==> config.mk <==
export PLATFORM = sky130hd
export DESIGN_NAME = rf_wb_arbiter_flat
export DESIGN_NICKNAME = d
export VERILOG_FILES = /design/src/rtl/rf_wb_arbiter_if.sv /design/src/rtl/rf_wb_arbiter.sv /design/src/flat_wrapper.sv
export SDC_FILE = /design/constraint.sdc
export NUM_CORES = 1
export LEC_CHECK = 0
export CORE_MARGIN = 2
export CORE_UTILIZATION = 32
export DETAILED_ROUTE_END_ITERATION = 12
export PLACE_DENSITY = 0.77
export SLEW_MARGIN = 5
export SYNTH_ARGS = -nofsm -noshare
export SYNTH_HDL_FRONTEND = slang
export SYNTH_SLANG_ARGS = --single-unit
==> constraint.sdc <==
create_clock -name clk -period 1.5 [get_ports clk]
set_input_delay 0.225 -clock clk [delete_from_list [all_inputs] [get_ports clk]]
set_output_delay 0.225 -clock clk [all_outputs]
set_load 0.05 [all_outputs]
==> src/rtl/rf_wb_arbiter_if.sv <==
// Writeback bus between the requesters and the register-file write port.
// The master side drives requests; the slave (arbiter) returns grants and drives the rf_* port.
interface rf_wb_arbiter_if #(
  parameter int NUM_REQ = 3,
  parameter int DATA_W  = 32,
  parameter int ADDR_W  = 5
);
  logic [NUM_REQ-1:0]        req_valid;
  logic [NUM_REQ*ADDR_W-1:0] req_rd;
  logic [NUM_REQ*DATA_W-1:0] req_data;
  logic [NUM_REQ-1:0]        req_ready;
  logic                      rf_w_en;
  logic [ADDR_W-1:0]         rf_rd;
  logic [DATA_W-1:0]         rf_w_data;

  modport master (
    output req_valid, req_rd, req_data,
    input  req_ready, rf_w_en, rf_rd, rf_w_data
  );

  modport slave (
    input  req_valid, req_rd, req_data,
    output req_ready, rf_w_en, rf_rd, rf_w_data
  );
endinterface

==> src/rtl/rf_wb_arbiter.sv <==
// Round-robin arbiter sharing the register-file write port among NUM_REQ writeback sources.
// Optional: define RF_WB_X0_DROP_EN to grant rd=0 requests without asserting rf_w_en.
module rf_wb_arbiter #(
  parameter int NUM_REQ = 3,
  parameter int DATA_W  = 32,
  parameter int ADDR_W  = 5
) (
  input  logic          clk,
  input  logic          reset,
  rf_wb_arbiter_if.slave wb,
  input  logic          wb_hold,
  output logic [2:0]    grant_id,
  output logic          busy
);

  logic [2:0]         rr_ptr;
  logic [2:0]         winner;
  logic [2:0]         next_ptr;
  logic               found;
  logic               w_en_d;
  logic [NUM_REQ-1:0] ready_c;
  logic [NUM_REQ-1:0] pri_mask;
  logic [NUM_REQ-1:0] valid_hi;
  logic [ADDR_W-1:0]  win_rd;
  logic [DATA_W-1:0]  win_data;
  logic               w_en_q;
  logic [ADDR_W-1:0]  rd_q;
  logic [DATA_W-1:0]  data_q;
  logic [2:0]         grant_q;

  // NOTE: every variable gets a default at the top of always_comb so no path can infer a latch.
  always_comb begin
    ready_c  = '0;
    winner   = '0;
    found    = 1'b0;
    win_rd   = '0;
    win_data = '0;
    pri_mask = '0;
    for (int i = 0; i < NUM_REQ; i++) pri_mask[i] = (i >= int'(rr_ptr));
    valid_hi = wb.req_valid & pri_mask;
    if (!reset && !wb_hold) begin
      // Lowest valid index at or above rr_ptr wins; otherwise wrap to the lowest valid overall.
      for (int i = NUM_REQ - 1; i >= 0; i--) begin
        if (valid_hi[i]) begin
          winner = 3'(i);
          found  = 1'b1;
        end
      end
      if (!found) begin
        for (int i = NUM_REQ - 1; i >= 0; i--) begin
          if (wb.req_valid[i]) begin
            winner = 3'(i);
            found  = 1'b1;
          end
        end
      end
      for (int i = 0; i < NUM_REQ; i++) begin
        if (found && winner == 3'(i)) begin
          ready_c[i] = 1'b1;
          win_rd     = wb.req_rd[i*ADDR_W +: ADDR_W];
          win_data   = wb.req_data[i*DATA_W +: DATA_W];
        end
      end
    end
  end

  assign next_ptr = (winner == 3'(NUM_REQ - 1)) ? 3'd0 : winner + 3'd1;

`ifdef RF_WB_X0_DROP_EN
  // x0 writes are consumed but never reach the register file.
  assign w_en_d = found && (win_rd != '0);
`else
  assign w_en_d = found;
`endif

  // NOTE: sequential state uses non-blocking assignments only, with async reset in the sensitivity list.
  always_ff @(posedge clk or posedge reset) begin
    if (reset) begin
      w_en_q  <= 1'b0;
      rd_q    <= '0;
      data_q  <= '0;
      grant_q <= '0;
      rr_ptr  <= '0;
    end else if (found) begin
      w_en_q  <= w_en_d;
      rd_q    <= win_rd;
      data_q  <= win_data;
      grant_q <= winner;
      rr_ptr  <= next_ptr;
    end else begin
      w_en_q  <= 1'b0;
    end
  end

  assign wb.req_ready = ready_c;
  assign wb.rf_w_en   = w_en_q;
  assign wb.rf_rd     = rd_q;
  assign wb.rf_w_data = data_q;
  assign grant_id     = grant_q;
  assign busy         = (|wb.req_valid) | w_en_q;

endmodule

==> src/flat_wrapper.sv <==
// flat-port wrapper written by rule: the top's interface ports become plain ports
module rf_wb_arbiter_flat 
#(
  parameter int NUM_REQ = 3,
  parameter int DATA_W  = 32,
  parameter int ADDR_W  = 5
)
  (clk, reset, wb_hold, grant_id, busy, wb_req_valid, wb_req_rd, wb_req_data, wb_req_ready, wb_rf_w_en, wb_rf_rd, wb_rf_w_data);
  rf_wb_arbiter_if #(.NUM_REQ(NUM_REQ), .DATA_W(DATA_W), .ADDR_W(ADDR_W)) wb_i ();
  input  logic clk;
  input  logic reset;
  input  logic wb_hold;
  output logic [2:0] grant_id;
  output logic busy;
  input wire logic [$bits(wb_i.req_valid)-1:0] wb_req_valid;
  input wire logic [$bits(wb_i.req_rd)-1:0] wb_req_rd;
  input wire logic [$bits(wb_i.req_data)-1:0] wb_req_data;
  output wire logic [$bits(wb_i.req_ready)-1:0] wb_req_ready;
  output wire logic [$bits(wb_i.rf_w_en)-1:0] wb_rf_w_en;
  output wire logic [$bits(wb_i.rf_rd)-1:0] wb_rf_rd;
  output wire logic [$bits(wb_i.rf_w_data)-1:0] wb_rf_w_data;
  assign wb_i.req_valid = wb_req_valid;
  assign wb_i.req_rd = wb_req_rd;
  assign wb_i.req_data = wb_req_data;
  assign wb_req_ready = wb_i.req_ready;
  assign wb_rf_w_en = wb_i.rf_w_en;
  assign wb_rf_rd = wb_i.rf_rd;
  assign wb_rf_w_data = wb_i.rf_w_data;
  rf_wb_arbiter #(.NUM_REQ(NUM_REQ), .DATA_W(DATA_W), .ADDR_W(ADDR_W)) u_core (.clk(clk), .reset(reset), .wb(wb_i), .wb_hold(wb_hold), .grant_id(grant_id), .busy(busy));
endmodule
* Word-level counts from Yosys, hierarchy flattened
Cells that the tools add are included.
** Storage, ports and cells
- Register bits after elaboration :: 44
- Logic and storage cells :: 55
- Bits of input ports :: 117
** Cells by class
- Add/sub/neg operators :: 1
- Muxes and demuxes :: 33
- Reductions and logical operators :: 8
- Bitwise operators :: 2
- $lt $le $gt $ge :: 3
- Equal/unequal tests :: 3
** Operator list (number)
- $mux 32 :: 4
- $mux 5 :: 4
- $mux 3 :: 5
- $mux 1 :: 14
- $mux 2 :: 6
- $eq 3x2->1 const B :: 2
- $ge 1x3->1 const A :: 2
- $logic_and 1x1->1 :: 4
- $add 3x1->3 const B :: 1
- $and 3x3->3 :: 1
- $eq 3x1->1 const B :: 1
- $ge 2x3->1 const A :: 1
- $logic_not 3->1 :: 1
- $reduce_or 3->1 :: 1
- $logic_not 1->1 :: 2
- $or 1x1->1 :: 1

* Logic depth before layout (Yosys ltp)
Gate-level depths: netlist of the first run.
- Depth after elaboration :: 16
- Depth in mapped cells :: 7

* Worst setup path after synthesis of the first run
No wires, ideal clock.
- Path kind :: register -> output
- From :: register u_core.rr_ptr[1]
- To :: output wb_req_ready[2]
- Data arrival time :: 2149 ps
- Stages on the path, launching flop included :: 5
- Required time :: 1275 ps
- Slack :: -874 ps
- Cells stage by stage :: dfrtp_1 -> nor4b_1 -> o31ai_1 -> buf_2 -> nor3_1
** Between the ends
- Longest elaborated chain between the ends :: 14
- Elaborated cells on any way between the ends :: 22
** RTL lines
- from (decl) :: line rf_wb_arbiter.sv:16 : logic [2:0] rr_ptr;
- from (signal assigned) :: line rf_wb_arbiter.sv:89 : rr_ptr <= next_ptr;
- $ge 2x3->1 :: line rf_wb_arbiter.sv:39 : for (int i = 0; i < NUM_REQ; i++) pri_mask[i] = (i >= int'(rr_ptr));
- $and 3x3->3 (*) :: line rf_wb_arbiter.sv:40 : valid_hi = wb.req_valid & pri_mask;
- $mux 2 (3 in a row) :: line rf_wb_arbiter.sv:44 : if (valid_hi[i]) begin
- $mux 2 (3 in a row) :: line rf_wb_arbiter.sv:51 : if (wb.req_valid[i]) begin
- $mux 3 :: line rf_wb_arbiter.sv:49 : if (!found) begin
- $mux 3 :: line rf_wb_arbiter.sv:41 : if (!reset && !wb_hold) begin
- $eq 3x2->1 :: line rf_wb_arbiter.sv:58 : if (found && winner == 3'(i)) begin
- $logic_and 1x1->1 (*) :: line rf_wb_arbiter.sv:58
- $mux 1 (*) :: line rf_wb_arbiter.sv:58
- $mux 3 (*) :: line rf_wb_arbiter.sv:41
- to (decl) :: line flat_wrapper.sv:18 : output wire logic [$bits(wb_i.req_ready)-1:0] wb_req_ready;
Every way passes the cells marked *; elsewhere a longest branch is shown, timed or not. The select of a mux whose other input is x is not followed.

* Final worst setup path of the first run
- From :: register u_core.rr_ptr[2]
- To :: output wb_req_ready[2]
The elaborated chain is that of the path after synthesis.

==> impl_metrics.env, run 1 <==
export IMPL_final_area_sq_mm=0.00472
export IMPL_max_freq_ghz=0.524
export IMPL_min_path_type="in2async"
export IMPL_yosysWarnings=0
export IMPL_netlist_area_sq_mm=0.00235
export IMPL_synth_compound_area_share_pct=38.3
export IMPL_ys_seq_area_share_pct=45.7
export IMPL_die_x_microns=89.8
export IMPL_dpl_cell_area_sq_mm=0.00431
export IMPL_period_minus_slack_ns=1.91
export IMPL_pre_cts_slack_ns=-0.640
export IMPL_synth_distinct_cells=27
export IMPL_critPathRequiredTime_ns=1.27
export IMPL_globalplace_congestion=0.733
export IMPL_rsz0062_at_grt="true"
export IMPL_cts_tree="yes"
export IMPL_pwr_density_cell_mw_per_mm2=1120
export IMPL_drtAntennaViolNets=0
export IMPL_synthMuxAreaShare_pct=0
export IMPL_core_sq_mm=0.00718
export IMPL_clk_latency_ns=0.30
export IMPL_setup_tns_ns=-11.77
export IMPL_num_rows=31
export IMPL_h_tree_depth=2
export IMPL_ys_seq_elements=43
export IMPL_area_delta_synth_final_pct=100
export IMPL_clk_path_buf_depth=2
export IMPL_outcome="complete, but fails checks"
export IMPL_grt_usage_pct=21.9
export IMPL_synth_simple_area_share_pct=9.36
export IMPL_rr_endpoint="u_core.wb.rf_w_data[21]"
export IMPL_irDropWorstVdd_v=0.000447
export IMPL_critPathLaunchType="flip-flop"
export IMPL_power_leakage_uw=0.00195
export IMPL_skew_ns=0.00737
export IMPL_postCtsHoldBufs=0
export IMPL_port_buffers=160
export IMPL_grt_pass1_wl_microns=14200
export IMPL_syn_inst=243
export IMPL_rr_startpoint="u_core.rr_ptr[2]"
export IMPL_route_detailed_drc=0
export IMPL_setup_worst_path_start="u_core.rr_ptr[2]"
export IMPL_post_route_util_pct=65.8
export IMPL_layout_common_cells="clkdlybuf4s50_1, buf_4, dfrtp_1"
export IMPL_violations="negative setup slack"
export IMPL_avgRoutedWirePerCell_microns=17.0
export IMPL_clock_root_buffer="clkbuf_8"
export IMPL_first_pass_iters=4
export IMPL_ios=162
export IMPL_cp_arrival_ns=1.68
export IMPL_drt_iter0_drc=77
export IMPL_post_drt_via_cell_ratio=5.14
export IMPL_slew_viol_final=0
export IMPL_drive_above_1_share_pct=33.1
export IMPL_path_clk_slew_ns=0.08
export IMPL_start_util_pct=32.8
export IMPL_dieArea_sq_mm=0.00806
export IMPL_first_global_vias=2876
export IMPL_num_vias=2685
export IMPL_antenna_cells_inserted=0
export IMPL_synth_top_family_by_area="compound AO/OA/AOI/OAI gates"
export IMPL_ff2ff_setup_slack_ns=-0.34
export IMPL_r2r_cells=6
export IMPL_finalHoldViolCount=0
export IMPL_synth_adder_area_share_pct=0
export IMPL_cts_buffers=5
export IMPL_end_kind="output pin"
export IMPL_avgSynthCellArea_sq_um=9.69
export IMPL_gr_total_overflow=0
export IMPL_antenna_found_initial=0
export IMPL_critPathMaxFanout=3
export IMPL_fin_cells=522
export IMPL_drv_cap=0
export IMPL_synthesis_nets=360
export IMPL_finalWorstSetupSlack_ns=-0.408
export IMPL_die_h_microns=89.8
export IMPL_placed_cells=505
export IMPL_crit_path_end="wb_req_ready[2]"
export IMPL_dp_hpwl_microns=6360
export IMPL_worstSetupPathType="reg2out"
export IMPL_final_common_cell="clkdlybuf4s50_1"
export IMPL_setup_viol=41
export IMPL_cts_sinks=43
export IMPL_wirelength_microns=8860
export IMPL_synth_xor_area_share_pct=0
export IMPL_grt_start_max_net_pins=30
export IMPL_layout_nets=540
export IMPL_period_share_pct=127
==> stage by stage <==
stage / power [uW] / hold WS [ns]
finish: 5290 / 0.423
global route: 5550 / 0.455
CTS: 5250 / 0.423
detailed placement: 4270 / 0.467
global placement: 4220 / 0.462
floorplan: 3210 / 0.398
==> synthesized netlist by cell type <==
library cell | n | area share [%]
nor2_1 | 3 | 0.48
buf_6 | 4 | 1.9
nor3b_1 | 1 | 0.32
dfrtp_1 | 43 | 46
nand2_1 | 37 | 5.9
o21ai_0 | 36 | 7.7
o31a_1 | 1 | 0.37
inv_1 | 4 | 0.64
a221oi_2 | 20 | 13
clkbuf_1 | 13 | 2.1
a21o_1 | 4 | 1.3
and2_1 | 2 | 0.53
and4bb_1 | 1 | 0.53
or4_1 | 1 | 0.32
o21ai_1 | 39 | 8.3
buf_2 | 7 | 1.5
a221oi_1 | 17 | 6.3
and4b_1 | 1 | 0.43
o31ai_1 | 1 | 0.32
nor3_1 | 1 | 0.21
o21ba_2 | 1 | 0.43
nand2b_1 | 1 | 0.27
o31ai_2 | 1 | 0.53
nor4b_1 | 1 | 0.37
conb_1 | 1 | 0.16
a311oi_1 | 1 | 0.37
buf_4 | 1 | 0.32
==> registers in the layout, indices dropped and copies added, names as in the netlist <==
| register | flops |
|---|---|
| u_core.rr_ptr | 3 |
| u_core.wb.rf_w_data | 32 |
| u_core.wb.rf_w_en | 1 |
| u_core.wb.rf_rd | 5 |
| u_core.grant_id | 2 |
==> power breakdown <==
part	internal, uW	switching [uW]	total [uW]
Clock	362	405	767
Combinational	1250	1720	2970
Sequential	1410	148	1550
Total	3020	2270	5290
==> timing repair <==
action | CTS | global route
setup buffers | 9 | 4
gates resized for setup | 29 | 17
cloned | 3 | 0
pin swaps | 40 | 21
setup endpoints to repair | 42 | 44
==> layout make-up <==
| cell class | instances | area (sq um) |
|---|---|---|
| Clock buffer | 6 | 82.6 |
| Clock inverter | 1 | 5.00 |
| Fill cell | 530 | 2460 |
| Inverter | 4 | 15.0 |
| Multi-Input combinational cell | 171 | 1430 |
| Sequential cell | 43 | 1080 |
| Tap cell | 99 | 124 |
| Timing Repair Buffer | 198 | 1990 |
==> worst min-delay path by stage <==
| stage | endpoint | from | slack (ns) | cells past startpoint |
|---|---|---|---|---|
| floorplan | u_core.wb.rf_rd[2] | wb_req_rd[7] | 0.40 | 2 |
| global placement | u_core.grant_id[0] | u_core.grant_id[0] | 0.46 | 1 |
| detailed placement | u_core.grant_id[1] | u_core.grant_id[1] | 0.47 | 1 |
| CTS | u_core.wb.rf_w_data[4] | reset | 0.42 | 4 |
| global route | u_core.wb.rf_w_data[4] | reset | 0.45 | 4 |
| finish | u_core.wb.rf_w_data[4] | reset | 0.42 | 4 |
==> per-layer routing <==
metal / wire, microns / GRT usage (%) / share of wire [%]
met5: 0 / 0 / 0
met4: 192 / 6.92 / 2.2
met3: 691 / 6.54 / 7.8
met2: 4670 / 40.0 / 53
met1: 3310 / 24.3 / 37
==> cell families after synthesis <==
group | count (synthesis)
buffers and inverters | 29
DFF | 43
other | 1
AOI/OAI and AO/OA | 121
and+or+nand+nor | 49
==> worst max-delay path, cell delays in order, from the launching register on <==
cell	delay [ns]
dfrtp_1	0.43
buf_6	0.15
nor4b_4	0.32
o31ai_4	0.13
nor3_4	0.19
buf_12	0.17
Note: power is estimated with default switching activity, not from simulation.
==> inputs of run 2 (changes only) <==
CTS_CLUSTER_SIZE = 10   (was unset)
==> results of run 2 <==
Same layout as run 1: the final DEF is identical, and so are final timing and power.
==> inputs of run 3 (changes only) <==
CTS_CLUSTER_SIZE = unset   (was 10)
==> results of run 3 <==
Same layout as run 1: the final DEF is identical, and so are final timing and power.
